<file path="src/rtl/uart_axi_lite_if.sv">
// AXI4-Lite bus bundle (4-bit address space) for the UART register slave.
// The master modport is the bus initiator side; the slave modport is the UART side.
interface uart_axi_lite_if;
    logic [3:0]  axi_araddr;
    logic        axi_arvalid;
    logic        axi_arready;
    logic [2:0]  axi_arprot;
    logic [31:0] axi_rdata;
    logic [1:0]  axi_rresp;
    logic        axi_rvalid;
    logic        axi_rready;
    logic [3:0]  axi_awaddr;
    logic        axi_awvalid;
    logic        axi_awready;
    logic [2:0]  axi_awprot;
    logic [31:0] axi_wdata;
    logic [3:0]  axi_wstrb;
    logic        axi_wvalid;
    logic        axi_wready;
    logic [1:0]  axi_bresp;
    logic        axi_bvalid;
    logic        axi_bready;

    modport master (
        output axi_araddr, axi_arvalid, axi_arprot, axi_rready,
        output axi_awaddr, axi_awvalid, axi_awprot, axi_wdata, axi_wstrb, axi_wvalid, axi_bready,
        input  axi_arready, axi_rdata, axi_rresp, axi_rvalid,
        input  axi_awready, axi_wready, axi_bresp, axi_bvalid
    );

    modport slave (
        input  axi_araddr, axi_arvalid, axi_arprot, axi_rready,
        input  axi_awaddr, axi_awvalid, axi_awprot, axi_wdata, axi_wstrb, axi_wvalid, axi_bready,
        output axi_arready, axi_rdata, axi_rresp, axi_rvalid,
        output axi_awready, axi_wready, axi_bresp, axi_bvalid
    );
endinterface

</file>
<file path="src/rtl/uart_axi_lite.sv">
// AXI4-Lite UART (8N1, LSB first) with TX/RX FIFOs. Register map: 0x0 RX, 0x4 TX, 0x8 status, 0xC control.
// Optional macro UART_IRQ_EN adds an irq pulse output on rx_valid / tx_empty rising while intr_en is set.
module uart_axi_lite #(
    parameter int CLK_PER_BIT = 868,
    parameter int FIFO_DEPTH  = 16
) (
    input  logic           clk,
    input  logic           rstn,
    uart_axi_lite_if.slave s_axi,
    input  logic           rxd,
    output logic           txd
`ifdef UART_IRQ_EN
    ,
    output logic           irq
`endif
);
    localparam int AW = $clog2(FIFO_DEPTH);
    localparam int CW = $clog2(CLK_PER_BIT);
    localparam logic [CW-1:0] LAST = CW'(CLK_PER_BIT - 1);
    localparam logic [CW-1:0] HALF = CW'(CLK_PER_BIT / 2);

    typedef enum logic [1:0] {ST_IDLE, ST_START, ST_DATA, ST_STOP} state_t;

    // ---------------- FIFOs ----------------
    logic [7:0]  r_tx_mem [FIFO_DEPTH];
    logic [7:0]  r_rx_mem [FIFO_DEPTH];
    logic [AW:0] r_tx_wp, r_tx_rp, r_rx_wp, r_rx_rp;
    logic        w_tx_empty, w_tx_full, w_rx_empty, w_rx_full;
    logic        w_tx_push, w_tx_pop, w_tx_clr, w_rx_push, w_rx_pop, w_rx_clr;
    logic [7:0]  w_tx_head, w_rx_head;

    assign w_tx_empty = (r_tx_wp == r_tx_rp);
    assign w_rx_empty = (r_rx_wp == r_rx_rp);
    assign w_tx_full  = (r_tx_wp[AW] != r_tx_rp[AW]) && (r_tx_wp[AW-1:0] == r_tx_rp[AW-1:0]);
    assign w_rx_full  = (r_rx_wp[AW] != r_rx_rp[AW]) && (r_rx_wp[AW-1:0] == r_rx_rp[AW-1:0]);
    assign w_tx_head  = r_tx_mem[r_tx_rp[AW-1:0]];
    assign w_rx_head  = r_rx_mem[r_rx_rp[AW-1:0]];

    // ---------------- AXI write channel ----------------
    logic       r_awready, r_wready, r_bvalid;
    logic [1:0] r_wr_sel;
    logic [7:0] r_wr_byte;
    logic       w_aw_hs, w_w_hs, w_wr_fire;
    logic [1:0] w_wr_sel;
    logic [7:0] w_wr_byte;

    assign w_aw_hs   = s_axi.axi_awvalid & r_awready;
    assign w_w_hs    = s_axi.axi_wvalid & r_wready;
    // A channel with ready low and no pending response has already been captured.
    assign w_wr_fire = (w_aw_hs | (~r_awready & ~r_bvalid)) & (w_w_hs | (~r_wready & ~r_bvalid));
    assign w_wr_sel  = w_aw_hs ? s_axi.axi_awaddr[3:2] : r_wr_sel;
    assign w_wr_byte = w_w_hs ? s_axi.axi_wdata[7:0] : r_wr_byte;
    assign w_tx_clr  = w_wr_fire & (w_wr_sel == 2'd3) & w_wr_byte[0];
    assign w_rx_clr  = w_wr_fire & (w_wr_sel == 2'd3) & w_wr_byte[1];
    assign w_tx_push = w_wr_fire & (w_wr_sel == 2'd1) & ~w_tx_full;

    always_ff @(posedge clk) begin
        if (!rstn) begin
            r_awready <= 1'b1;
            r_wready  <= 1'b1;
            r_bvalid  <= 1'b0;
            r_wr_sel  <= 2'd0;
            r_wr_byte <= 8'd0;
        end else begin
            if (w_aw_hs) begin
                r_awready <= 1'b0;
                r_wr_sel  <= s_axi.axi_awaddr[3:2];
            end
            if (w_w_hs) begin
                r_wready  <= 1'b0;
                r_wr_byte <= s_axi.axi_wdata[7:0];
            end
            if (w_wr_fire)
                r_bvalid <= 1'b1;
            if (r_bvalid & s_axi.axi_bready) begin
                r_bvalid  <= 1'b0;
                r_awready <= 1'b1;
                r_wready  <= 1'b1;
            end
        end
    end

    // ---------------- AXI read channel and status ----------------
    logic        r_arready, r_rvalid, r_rd_pend, r_intr_en, r_overrun, r_frame_err;
    logic [1:0]  r_rd_sel;
    logic [31:0] r_rdata, w_rd_data;
    logic [7:0]  w_status;
    logic        w_ar_hs, w_stat_clr, w_ovr_set, w_ferr_set;

    assign w_ar_hs    = s_axi.axi_arvalid & r_arready;
    assign w_rx_pop   = r_rd_pend & (r_rd_sel == 2'd0) & ~w_rx_empty;
    assign w_stat_clr = r_rd_pend & (r_rd_sel == 2'd2);
    assign w_status   = {r_frame_err, 1'b0, r_overrun, r_intr_en,
                         w_tx_full, w_tx_empty, w_rx_full, ~w_rx_empty};

    always_comb begin
        w_rd_data = 32'd0;
        case (r_rd_sel)
            2'd0:    w_rd_data = w_rx_empty ? 32'd0 : {24'd0, w_rx_head};
            2'd2:    w_rd_data = {24'd0, w_status};
            default: w_rd_data = 32'd0;
        endcase
    end

    always_ff @(posedge clk) begin
        if (!rstn) begin
            r_arready   <= 1'b1;
            r_rvalid    <= 1'b0;
            r_rd_pend   <= 1'b0;
            r_rd_sel    <= 2'd0;
            r_rdata     <= 32'd0;
            r_intr_en   <= 1'b0;
            r_overrun   <= 1'b0;
            r_frame_err <= 1'b0;
        end else begin
            if (w_ar_hs) begin
                r_arready <= 1'b0;
                r_rd_pend <= 1'b1;
                r_rd_sel  <= s_axi.axi_araddr[3:2];
            end
            if (r_rd_pend) begin
                r_rd_pend <= 1'b0;
                r_rvalid  <= 1'b1;
                r_rdata   <= w_rd_data;
            end
            if (r_rvalid & s_axi.axi_rready) begin
                r_rvalid  <= 1'b0;
                r_arready <= 1'b1;
            end
            // intr_en is set-only; it is cleared solely by reset.
            if (w_wr_fire && w_wr_sel == 2'd3 && w_wr_byte[4])
                r_intr_en <= 1'b1;
            // A new error in the clearing cycle keeps the flag set.
            if (w_ovr_set)       r_overrun <= 1'b1;
            else if (w_stat_clr) r_overrun <= 1'b0;
            if (w_ferr_set)      r_frame_err <= 1'b1;
            else if (w_stat_clr) r_frame_err <= 1'b0;
        end
    end

    // ---------------- FIFO pointers and storage ----------------
    always_ff @(posedge clk) begin
        if (!rstn || w_tx_clr) begin
            r_tx_wp <= '0;
            r_tx_rp <= '0;
        end else begin
            if (w_tx_push) r_tx_wp <= r_tx_wp + (AW+1)'(1);
            if (w_tx_pop)  r_tx_rp <= r_tx_rp + (AW+1)'(1);
        end
    end

    always_ff @(posedge clk) begin
        if (!rstn || w_rx_clr) begin
            r_rx_wp <= '0;
            r_rx_rp <= '0;
        end else begin
            if (w_rx_push) r_rx_wp <= r_rx_wp + (AW+1)'(1);
            if (w_rx_pop)  r_rx_rp <= r_rx_rp + (AW+1)'(1);
        end
    end

    logic [7:0] r_rx_shift;

    always_ff @(posedge clk) begin
        if (w_tx_push) r_tx_mem[r_tx_wp[AW-1:0]] <= w_wr_byte;
        if (w_rx_push) r_rx_mem[r_rx_wp[AW-1:0]] <= r_rx_shift;
    end

    // ---------------- TX serializer ----------------
    state_t         r_tx_state, w_tx_state_next;
    logic [CW-1:0]  r_tx_cnt, w_tx_cnt_next;
    logic [2:0]     r_tx_bit, w_tx_bit_next;
    logic [7:0]     r_tx_shift, w_tx_shift_next;
    logic           r_txd, w_txd_next;

    always_ff @(posedge clk) begin
        if (!rstn) begin
            r_tx_state <= ST_IDLE;
            r_tx_cnt   <= '0;
            r_tx_bit   <= 3'd0;
            r_tx_shift <= 8'd0;
            r_txd      <= 1'b1;
        end else begin
            r_tx_state <= w_tx_state_next;
            r_tx_cnt   <= w_tx_cnt_next;
            r_tx_bit   <= w_tx_bit_next;
            r_tx_shift <= w_tx_shift_next;
            r_txd      <= w_txd_next;
        end
    end

    always_comb begin
        w_tx_state_next = r_tx_state;
        w_tx_cnt_next   = r_tx_cnt + CW'(1);
        w_tx_bit_next   = r_tx_bit;
        w_tx_shift_next = r_tx_shift;
        w_txd_next      = r_txd;
        w_tx_pop        = 1'b0;
        case (r_tx_state)
            ST_IDLE: begin
                w_tx_cnt_next = '0;
                if (!w_tx_empty) begin
                    w_tx_pop        = 1'b1;
                    w_tx_shift_next = w_tx_head;
                    w_txd_next      = 1'b0;
                    w_tx_state_next = ST_START;
                end
            end
            ST_START: if (r_tx_cnt == LAST) begin
                w_tx_cnt_next   = '0;
                w_tx_bit_next   = 3'd0;
                w_txd_next      = r_tx_shift[0];
                w_tx_shift_next = {1'b0, r_tx_shift[7:1]};
                w_tx_state_next = ST_DATA;
            end
            ST_DATA: if (r_tx_cnt == LAST) begin
                w_tx_cnt_next = '0;
                if (r_tx_bit == 3'd7) begin
                    w_txd_next      = 1'b1;
                    w_tx_state_next = ST_STOP;
                end else begin
                    w_tx_bit_next   = r_tx_bit + 3'd1;
                    w_txd_next      = r_tx_shift[0];
                    w_tx_shift_next = {1'b0, r_tx_shift[7:1]};
                end
            end
            ST_STOP: if (r_tx_cnt == LAST) begin
                w_tx_cnt_next   = '0;
                w_tx_state_next = ST_IDLE;
            end
            default: w_tx_state_next = ST_IDLE;
        endcase
    end

    assign txd = r_txd;

    // ---------------- RX deserializer ----------------
    state_t         r_rx_state, w_rx_state_next;
    logic [CW-1:0]  r_rx_cnt, w_rx_cnt_next;
    logic [2:0]     r_rx_bit, w_rx_bit_next;
    logic [7:0]     w_rx_shift_next;
    logic           r_rx_s1, r_rx_s2, r_rx_prev;

    always_ff @(posedge clk) begin
        if (!rstn) begin
            r_rx_s1    <= 1'b1;
            r_rx_s2    <= 1'b1;
            r_rx_prev  <= 1'b1;
            r_rx_state <= ST_IDLE;
            r_rx_cnt   <= '0;
            r_rx_bit   <= 3'd0;
            r_rx_shift <= 8'd0;
        end else begin
            r_rx_s1    <= rxd;
            r_rx_s2    <= r_rx_s1;
            r_rx_prev  <= r_rx_s2;
            r_rx_state <= w_rx_state_next;
            r_rx_cnt   <= w_rx_cnt_next;
            r_rx_bit   <= w_rx_bit_next;
            r_rx_shift <= w_rx_shift_next;
        end
    end

    always_comb begin
        w_rx_state_next = r_rx_state;
        w_rx_cnt_next   = r_rx_cnt + CW'(1);
        w_rx_bit_next   = r_rx_bit;
        w_rx_shift_next = r_rx_shift;
        w_rx_push       = 1'b0;
        w_ovr_set       = 1'b0;
        w_ferr_set      = 1'b0;
        case (r_rx_state)
            ST_IDLE: begin
                w_rx_cnt_next = '0;
                if (r_rx_prev && !r_rx_s2)
                    w_rx_state_next = ST_START;
            end
            // Mid-start-bit check; a high line here was a glitch.
            ST_START: if (r_rx_cnt == HALF) begin
                w_rx_cnt_next   = '0;
                w_rx_bit_next   = 3'd0;
                w_rx_state_next = r_rx_s2 ? ST_IDLE : ST_DATA;
            end
            ST_DATA: if (r_rx_cnt == LAST) begin
                w_rx_cnt_next   = '0;
                w_rx_shift_next = {r_rx_s2, r_rx_shift[7:1]};
                if (r_rx_bit == 3'd7) w_rx_state_next = ST_STOP;
                else                  w_rx_bit_next   = r_rx_bit + 3'd1;
            end
            ST_STOP: if (r_rx_cnt == LAST) begin
                w_rx_cnt_next   = '0;
                w_rx_state_next = ST_IDLE;
                if (!r_rx_s2)       w_ferr_set = 1'b1;
                else if (w_rx_full) w_ovr_set  = 1'b1;
                else                w_rx_push  = ~w_rx_clr;
            end
            default: w_rx_state_next = ST_IDLE;
        endcase
    end

`ifdef UART_IRQ_EN
    logic r_rx_valid_d, r_tx_empty_d, r_irq;

    always_ff @(posedge clk) begin
        if (!rstn) begin
            r_rx_valid_d <= 1'b0;
            r_tx_empty_d <= 1'b1;
            r_irq        <= 1'b0;
        end else begin
            r_rx_valid_d <= ~w_rx_empty;
            r_tx_empty_d <= w_tx_empty;
            r_irq        <= r_intr_en & ((~w_rx_empty & ~r_rx_valid_d) | (w_tx_empty & ~r_tx_empty_d));
        end
    end

    assign irq = r_irq;
`endif

    assign s_axi.axi_arready = r_arready;
    assign s_axi.axi_rdata   = r_rdata;
    assign s_axi.axi_rresp   = 2'b00;
    assign s_axi.axi_rvalid  = r_rvalid;
    assign s_axi.axi_awready = r_awready;
    assign s_axi.axi_wready  = r_wready;
    assign s_axi.axi_bresp   = 2'b00;
    assign s_axi.axi_bvalid  = r_bvalid;

    logic w_unused;
    assign w_unused = &{1'b0, s_axi.axi_arprot, s_axi.axi_awprot, s_axi.axi_wstrb,
                        s_axi.axi_wdata[31:8], s_axi.axi_araddr[1:0], s_axi.axi_awaddr[1:0]};
endmodule

</file>
<file path="src/flat_wrapper.sv">
// flat-port wrapper written by rule: the top's interface ports become plain ports
module uart_axi_lite_flat 
#(
    parameter int CLK_PER_BIT = 868,
    parameter int FIFO_DEPTH  = 16
)
  (clk, rstn, rxd, txd, s_axi_axi_araddr, s_axi_axi_arvalid, s_axi_axi_arprot, s_axi_axi_rready, s_axi_axi_awaddr, s_axi_axi_awvalid, s_axi_axi_awprot, s_axi_axi_wdata, s_axi_axi_wstrb, s_axi_axi_wvalid, s_axi_axi_bready, s_axi_axi_arready, s_axi_axi_rdata, s_axi_axi_rresp, s_axi_axi_rvalid, s_axi_axi_awready, s_axi_axi_wready, s_axi_axi_bresp, s_axi_axi_bvalid);
  uart_axi_lite_if s_axi_i ();
  input  logic clk;
  input  logic rstn;
  input  logic rxd;
  output logic txd;
  input wire logic [$bits(s_axi_i.axi_araddr)-1:0] s_axi_axi_araddr;
  input wire logic [$bits(s_axi_i.axi_arvalid)-1:0] s_axi_axi_arvalid;
  input wire logic [$bits(s_axi_i.axi_arprot)-1:0] s_axi_axi_arprot;
  input wire logic [$bits(s_axi_i.axi_rready)-1:0] s_axi_axi_rready;
  input wire logic [$bits(s_axi_i.axi_awaddr)-1:0] s_axi_axi_awaddr;
  input wire logic [$bits(s_axi_i.axi_awvalid)-1:0] s_axi_axi_awvalid;
  input wire logic [$bits(s_axi_i.axi_awprot)-1:0] s_axi_axi_awprot;
  input wire logic [$bits(s_axi_i.axi_wdata)-1:0] s_axi_axi_wdata;
  input wire logic [$bits(s_axi_i.axi_wstrb)-1:0] s_axi_axi_wstrb;
  input wire logic [$bits(s_axi_i.axi_wvalid)-1:0] s_axi_axi_wvalid;
  input wire logic [$bits(s_axi_i.axi_bready)-1:0] s_axi_axi_bready;
  output wire logic [$bits(s_axi_i.axi_arready)-1:0] s_axi_axi_arready;
  output wire logic [$bits(s_axi_i.axi_rdata)-1:0] s_axi_axi_rdata;
  output wire logic [$bits(s_axi_i.axi_rresp)-1:0] s_axi_axi_rresp;
  output wire logic [$bits(s_axi_i.axi_rvalid)-1:0] s_axi_axi_rvalid;
  output wire logic [$bits(s_axi_i.axi_awready)-1:0] s_axi_axi_awready;
  output wire logic [$bits(s_axi_i.axi_wready)-1:0] s_axi_axi_wready;
  output wire logic [$bits(s_axi_i.axi_bresp)-1:0] s_axi_axi_bresp;
  output wire logic [$bits(s_axi_i.axi_bvalid)-1:0] s_axi_axi_bvalid;
  assign s_axi_i.axi_araddr = s_axi_axi_araddr;
  assign s_axi_i.axi_arvalid = s_axi_axi_arvalid;
  assign s_axi_i.axi_arprot = s_axi_axi_arprot;
  assign s_axi_i.axi_rready = s_axi_axi_rready;
  assign s_axi_i.axi_awaddr = s_axi_axi_awaddr;
  assign s_axi_i.axi_awvalid = s_axi_axi_awvalid;
  assign s_axi_i.axi_awprot = s_axi_axi_awprot;
  assign s_axi_i.axi_wdata = s_axi_axi_wdata;
  assign s_axi_i.axi_wstrb = s_axi_axi_wstrb;
  assign s_axi_i.axi_wvalid = s_axi_axi_wvalid;
  assign s_axi_i.axi_bready = s_axi_axi_bready;
  assign s_axi_axi_arready = s_axi_i.axi_arready;
  assign s_axi_axi_rdata = s_axi_i.axi_rdata;
  assign s_axi_axi_rresp = s_axi_i.axi_rresp;
  assign s_axi_axi_rvalid = s_axi_i.axi_rvalid;
  assign s_axi_axi_awready = s_axi_i.axi_awready;
  assign s_axi_axi_wready = s_axi_i.axi_wready;
  assign s_axi_axi_bresp = s_axi_i.axi_bresp;
  assign s_axi_axi_bvalid = s_axi_i.axi_bvalid;
  uart_axi_lite #(.CLK_PER_BIT(CLK_PER_BIT), .FIFO_DEPTH(FIFO_DEPTH)) u_core (.clk(clk), .rstn(rstn), .s_axi(s_axi_i), .rxd(rxd), .txd(txd));
endmodule
</file>
<file path="config.mk">
export PLATFORM = sky130hd
export DESIGN_NAME = uart_axi_lite_flat
export DESIGN_NICKNAME = d
export VERILOG_FILES = /design/src/rtl/uart_axi_lite_if.sv /design/src/rtl/uart_axi_lite.sv /design/src/flat_wrapper.sv
export SDC_FILE = /design/constraint.sdc
export NUM_CORES = 1
export LEC_CHECK = 0
export ABC_AREA = 1
export CAP_MARGIN = 10
export CORE_ASPECT_RATIO = 0.75
export CORE_MARGIN = 2
export CORE_UTILIZATION = 33
export DETAILED_ROUTE_END_ITERATION = 6
export MAX_ROUTING_LAYER = met4
export PLACE_DENSITY = 0.51
export SYNTH_ARGS = -nofsm -noshare
export SYNTH_HDL_FRONTEND = slang
export SYNTH_SLANG_ARGS = --single-unit
</file>
<file path="constraint.sdc">
create_clock -name clk -period 4.7 [get_ports clk]
set_input_delay 0.94 -clock clk [delete_from_list [all_inputs] [get_ports clk]]
set_output_delay 0.94 -clock clk [all_outputs]
set_load 0.03 [all_outputs]
</file>
==> impl_metrics.toml <==
[placement]
gp_congestion = 0.835
io_buffer_count = 33
dpl.hpwl_mm = 23.9
placed_cells = 2159

[pwr]
power.density_nw_per_um2 = 430
leakage_uw = 0.00654
ir_worst_vdd_mv = 0.234
fin_total_pwr_uw = 7660

[synthesis]
yosysUniqueCellTypes = 50
synthTopCellsByArea = "edfxtp_1 (49%), dfxtp_1 (14%), nand2_1 (5.7%)"
yosysSeqAreaShare_pct = 62.6
synth_area_per_cell_sq_um = 10.2
yosys.area.top_type = "edfxtp_1"
yosysWarningCount = 0
syn_area_sq_um = 15700
async_flop_share_pct = 0
synthesis.instances = 1537
synth_seq_cells = 363
synth_edf_count = 256
synth_top_area_share_pct = 49.0
synthFlopType = "edfxtp_1"

[job]
drv_cap = 0

[sta]
relSlewSlack_pct = 32.7
setup_viol_count_final = 0
tightest_slew_ns = 1.01
hold_ws_ns = 0.414
rsz0062_at_grt = "no"
hold_viol = 0
setup_tns_ns = 0
fmax_mhz = 319
finalCritPeriodShare_pct = 66.6
clock_skew_ns = 0.0153
maxSlewViolCount = 0
period_minus_slack_ns = 3.13

[worst_hold_path]
holdCritPathClass = "flip-flop to flip-flop"

[critical_path]
crit_fanout = 11
start_kind = "primary input"
critPathArrivalTime_ns = 3.28
worstSetupEndpointType = "flip-flop"
crit_type = "primary input to flip-flop"
critPathRequiredTime_ns = 4.85

[clock_network]
cts_resized = 0
clock_latency_ns = 0.54
h-tree-depth = 2
post_cts_buffers = 0
cts.sinks = 363
cts_hold_buf = 0
clockBufferDepth = 3
cts_tree = "done"
clk_pin_slew_ns = 0.06
numCtsBuffers = 41
clockRootBuffer = "clkbuf_16"

[floorplanning]
die_w_microns = 256
die-area_sq_um = 49400
io_pins = 100
num_rows = 69
start_util_pct = 33.3
die_h_microns = 193
core_sq_um = 47100

[drt]
dr.first_iter.drc_count = 805
wl_per_cell_microns = 16.3
drc = 0
drt-pass1-iter-count = 5
vias_per_cell = 4.70
ant_nets = 0
dr_total_vias = 10500
wirelength_mm = 36.4

[global_routing]
grt_util_all_layers_pct = 15.2
grt_pass1_vias = 9945
grt_pass1_wl_mm = 56.8
antenna_found_initial = 0
grt_max_degree = 106
grt_overflow_total = 0

[layout]
drive_above_1_share_pct = 7.33
nets = 1643
areaGrowthSynthToFinish_pct = 13.5
fin_cells = 2235
antenna_cells = 0
utilization_pct = 37.8

[outcome]
status = "finished, final reports clean"
[path summary, 6_finish.rpt]
check                            from                      to  slack, ns  depth (start not counted)
max                 s_axi_axi_awvalid  u_core.r_tx_mem[11][6]       1.57                         11
max reg2reg  u_core.s_axi.axi_awready  u_core.r_tx_mem[11][6]       2.10                         10
min                    u_core.r_rx_s1          u_core.r_rx_s2       0.41                          1
min reg2reg            u_core.r_rx_s1          u_core.r_rx_s2       0.41                          1
[state kept, by name, summed over array words and instances, names as in the netlist, 5 cells and up, named ones only]
register	flops
u_core.r_rx_mem	128
u_core.r_tx_mem	128
u_core.r_rx_cnt	10
u_core.r_tx_cnt	10
u_core.r_rx_shift	8
u_core.r_tx_shift	8
u_core.r_wr_byte	8
u_core.s_axi.axi_rdata	8
u_core.r_rx_rp	5
u_core.r_rx_wp	5
u_core.r_tx_rp	5
u_core.r_tx_wp	5
[worst max-delay path, cell delays in order]
cell and delay, ns:
clkdlybuf4s50_1 0.53, inv_1 0.05, nand2_1 0.07, nand2_1 0.06
nor2_1 0.19, nand2_1 0.09, a21oi_2 0.17, nand2_2 0.18
inv_2 0.13, nand3_1 0.13, nor2_1 0.73
[per-stage QoR]
stage	instance area [sq um]	setup slack, ns
floorplan	15800	2.08
global placement	16500	1.05
detailed placement	16500	1.03
CTS	17800	1.59
global route	17800	1.31
finish	17800	1.57
[cell type report]
type	instances	area (sq um)
Clock buffer	60	1160
Multi-Input combinational cell	882	4600
Clock inverter	16	129
Sequential cell	363	9840
Inverter	228	857
Tap cell	639	800
Fill cell	4722	29300
Timing Repair Buffer	47	435
[metal layers]
metal  vias up  part of all wire [%]  routed length, microns  track usage [%]
met4         0                   1.8                     647             3.71
met2       240                    41                   14900             21.2
met5         -                     0                       0                -
li1       5196                     -                       -                -
met1      5013                    53                   19200             22.9
met3        56                   4.5                    1640             2.39
[kinds of logic after synthesis]
kind of cell	share of synthesized area (%)
other cells	0.0239
buf+inv	8.75
fa+ha+maj	1.75
xor+xnor	0.837
flops	62.6
simple gates	14.7
compound gates	11.4
[report_power, final]
| group | switching [uW] | internal, uW |
|---|---|---|
| clock network | 1240 | 1820 |
| registers | 135 | 3510 |
| logic | 634 | 314 |
[layout by cell type (no fill, tap or decap), drive strengths merged, types with 33 or more instances in the layout]
| cell | synthesis | final |
|---|---|---|
| edfxtp | 256 | 256 |
| nand2 | 244 | 244 |
| inv | 226 | 227 |
| a21oi | 118 | 118 |
| nor2 | 113 | 113 |
| nand3 | 110 | 110 |
| dfxtp | 107 | 107 |
| o21ai | 103 | 103 |
| o211ai | 73 | 73 |
| clkbuf | 26 | 60 |
| clkdlybuf4s50 | 0 | 33 |
[synth_stat cells (2+ instances only)]
| cell type | number |
|---|---|
| a21oi_1 | 114 |
| a21oi_2 | 3 |
| a22o_1 | 3 |
| a22oi_1 | 2 |
| a31oi_1 | 2 |
| buf_1 | 3 |
| buf_2 | 28 |
| buf_4 | 31 |
| buf_6 | 3 |
| clkbuf_1 | 25 |
| dfxtp_1 | 107 |
| edfxtp_1 | 256 |
| ha_1 | 22 |
| inv_1 | 219 |
| inv_2 | 7 |
| nand2_1 | 237 |
| nand2_2 | 6 |
| nand3_1 | 106 |
| nand3_2 | 2 |
| nand3_4 | 2 |
| nand3b_1 | 3 |
| nand4_1 | 7 |
| nor2_1 | 101 |
| nor2_2 | 9 |
| nor2_4 | 2 |
| nor3_1 | 16 |
| nor3_2 | 2 |
| nor3_4 | 2 |
| nor3b_1 | 4 |
| o211ai_1 | 73 |
| o21a_1 | 3 |
| o21ai_0 | 101 |
| o21ai_1 | 2 |
| or2_1 | 2 |
| or2_2 | 4 |
| xnor2_1 | 7 |
| xor2_1 | 8 |
No activity file was read; power rests on OpenSTA's default activity.
==> patch (same settings) <==
Put one more register stage on the output `txd`, cleared by the reset. The value now appears one clock later. The other outputs are not delayed to match.
--- a/src/rtl/uart_axi_lite.sv
+++ b/src/rtl/uart_axi_lite.sv
@@ -234,3 +234,9 @@
 
-    assign txd = r_txd;
+    always_ff @(posedge clk) begin
+        if (!rstn) begin
+            txd <= '0;
+        end else begin
+            txd <= r_txd;
+        end
+    end
 
Function: changed (a bounded check fails within 4 cycles, from zero or initial values and one cycle with rstn low).
==> patch against the unedited design <==
- cell count fell by 0.76%
- wire length rose by 0.43%
- final area down 0.85%
- total power is 5.0% higher
- synthesized area is 0.61% lower
- sequential cell count increased by 1
- worst hold slack lost 0.0027 ns
- worst setup slack lost 0.18 ns
- via count down 1.6%
- largest power group unchanged
==> patch: results (changes against the unedited design) <==
Run status
The flow ran to the end, and the final reports show no timing, DRC or antenna violations.

Yosys
The mean instance size in the synthesized netlist is 10.14 um^2 (-0.73%). Sorting the synthesized cells by area gives the leading types as sky130_fd_sc_hd__edfxtp_1, sky130_fd_sc_hd__dfxtp_1, sky130_fd_sc_hd__nand2_1. The fraction of post-synthesis cell area in the top cell type by area was 49.25% (+0.30 points). After synthesis, the most frequently instantiated cells are sky130_fd_sc_hd__edfxtp_1, sky130_fd_sc_hd__nand2_1, sky130_fd_sc_hd__nor2_1.

The sequential area share after synthesis is 63.10% (+0.51 points).

Global route
The total track usage is 15.41% (+0.18 points). The number of global-route vias before repair is 9718 (-2.3%). The global-route wire length before repair came to 56260 um (-1.0%). The pin count of the biggest net entering global routing is 108 (+1.9%).

Routing
The overall routed net length is 36550 um (+0.43%). The DRC violation total after the first TritonRoute iteration was 836 (+3.9%). The post-detailed-route via-to-cell ratio came to 4.661 (-0.83%). The number of vias after detailed routing is 10339 (-1.6%).

Placed design
The worst slack after detailed placement was 0.8642 ns (-0.1653 ns). The total placed instance area came to 16390 um^2 (-0.84%). The placed wire-length estimate after detailed placement is 23640 um (-1.1%). The number of instances in the placed design is 2146 (-0.60%).

STA
The slew at the pin closest to its max-slew limit is 1.005 ns (-0.004118 ns). The final setup skew is 0.02651 ns (+0.01119 ns).

Layout
The layout net count came to 1638 (-0.30%). The share of final-layout standard cells stronger than drive strength 1 is 7.116% (-0.21 points).

Critical path
The data arrival time of the critical path is 3.46 ns (+0.18 ns).

Power and ir drop
The leakage power figure is 6.439 nW (-1.6%). The largest voltage drop on the vdd net is 0.0002181 V (-7.0%).
-- patch: changes by cell type after synthesis, moves of 14 or more --
| cell | before | now |
|---|---|---|
| sky130_fd_sc_hd__nand3_1 | 106 | 120 |
| sky130_fd_sc_hd__inv_1 | 219 | 172 |
| sky130_fd_sc_hd__o21ai_0 | 101 | 124 |
| sky130_fd_sc_hd__nand2_1 | 237 | 205 |
| sky130_fd_sc_hd__a21oi_1 | 114 | 87 |
| sky130_fd_sc_hd__nor2_1 | 101 | 203 |
| sky130_fd_sc_hd__o211ai_1 | 73 | 50 |
-- patch: layout make-up --
| cell class | count | area [um^2] | area share [%] |
|---|---|---|---|
| clock inverters | 12 | 117.6 | 0.6656 |
| inverters | 182 | 688.2 | 3.895 |
| well taps | 630 | 788.3 | 4.461 |
| multi-input cells | 928 | 4663 | 26.39 |
| flip-flops and latches | 364 | 9856 | 55.78 |
| clock buffers | 60 | 1159 | 6.557 |
| repair buffers | 42 | 397.9 | 2.252 |
-- patch: worst paths after layout --
path	startpoint	depth (start not counted)	slack, ns	end
setup reg to reg	u_core.s_axi.axi_wready$_SDFFE_PP1N_	6	1.93	u_core.r_rx_mem[6][1]$_DFFE_PP_
hold reg to reg	u_core.r_rx_s1$_SDFF_PN1_	1	0.41	u_core.r_rx_s2$_SDFF_PN1_
hold / removal	u_core.r_rx_s1$_SDFF_PN1_	1	0.41	u_core.r_rx_s2$_SDFF_PN1_
setup / recovery	s_axi_axi_wvalid	7	1.39	u_core.r_rx_mem[6][1]$_DFFE_PP_
-- patch: logic make-up after synthesis --
group,share of synthesized area (%)
and+or+nand+nor,16.21
DFF,63.10
AOI/OAI and AO/OA,10.40
buffers and inverters,7.671
adders and majority gates,1.764
xor gates and xnor gates,0.8337
other,0.02403
-- patch: routing by layer --
metal / up-vias / routed length [um] / GRT usage [%]
met5: - / 0 / -
met4: 0 / 717 / 4.139
met3: 58 / 2103 / 2.765
met2: 255 / 14640 / 20.76
met1: 4828 / 19090 / 23.43
li1: 5198 / - / -
-- patch: power by group --
| group | internal [mW] | leakage [nW] | switching (mW) |
|---|---|---|---|
| combinational | 0.421 | 2.29 | 0.962 |
| sequential | 3.53 | 3.53 | 0.0666 |
| clock | 1.81 | 0.618 | 1.25 |
| total | 5.76 | 6.44 | 2.28 |
-- patch: worst max-delay path, delay by kind of cell --
family	cells	cell delay [ns]
simple gates	5	1.61
buf+inv	1	0.50
compound gates	1	0.39
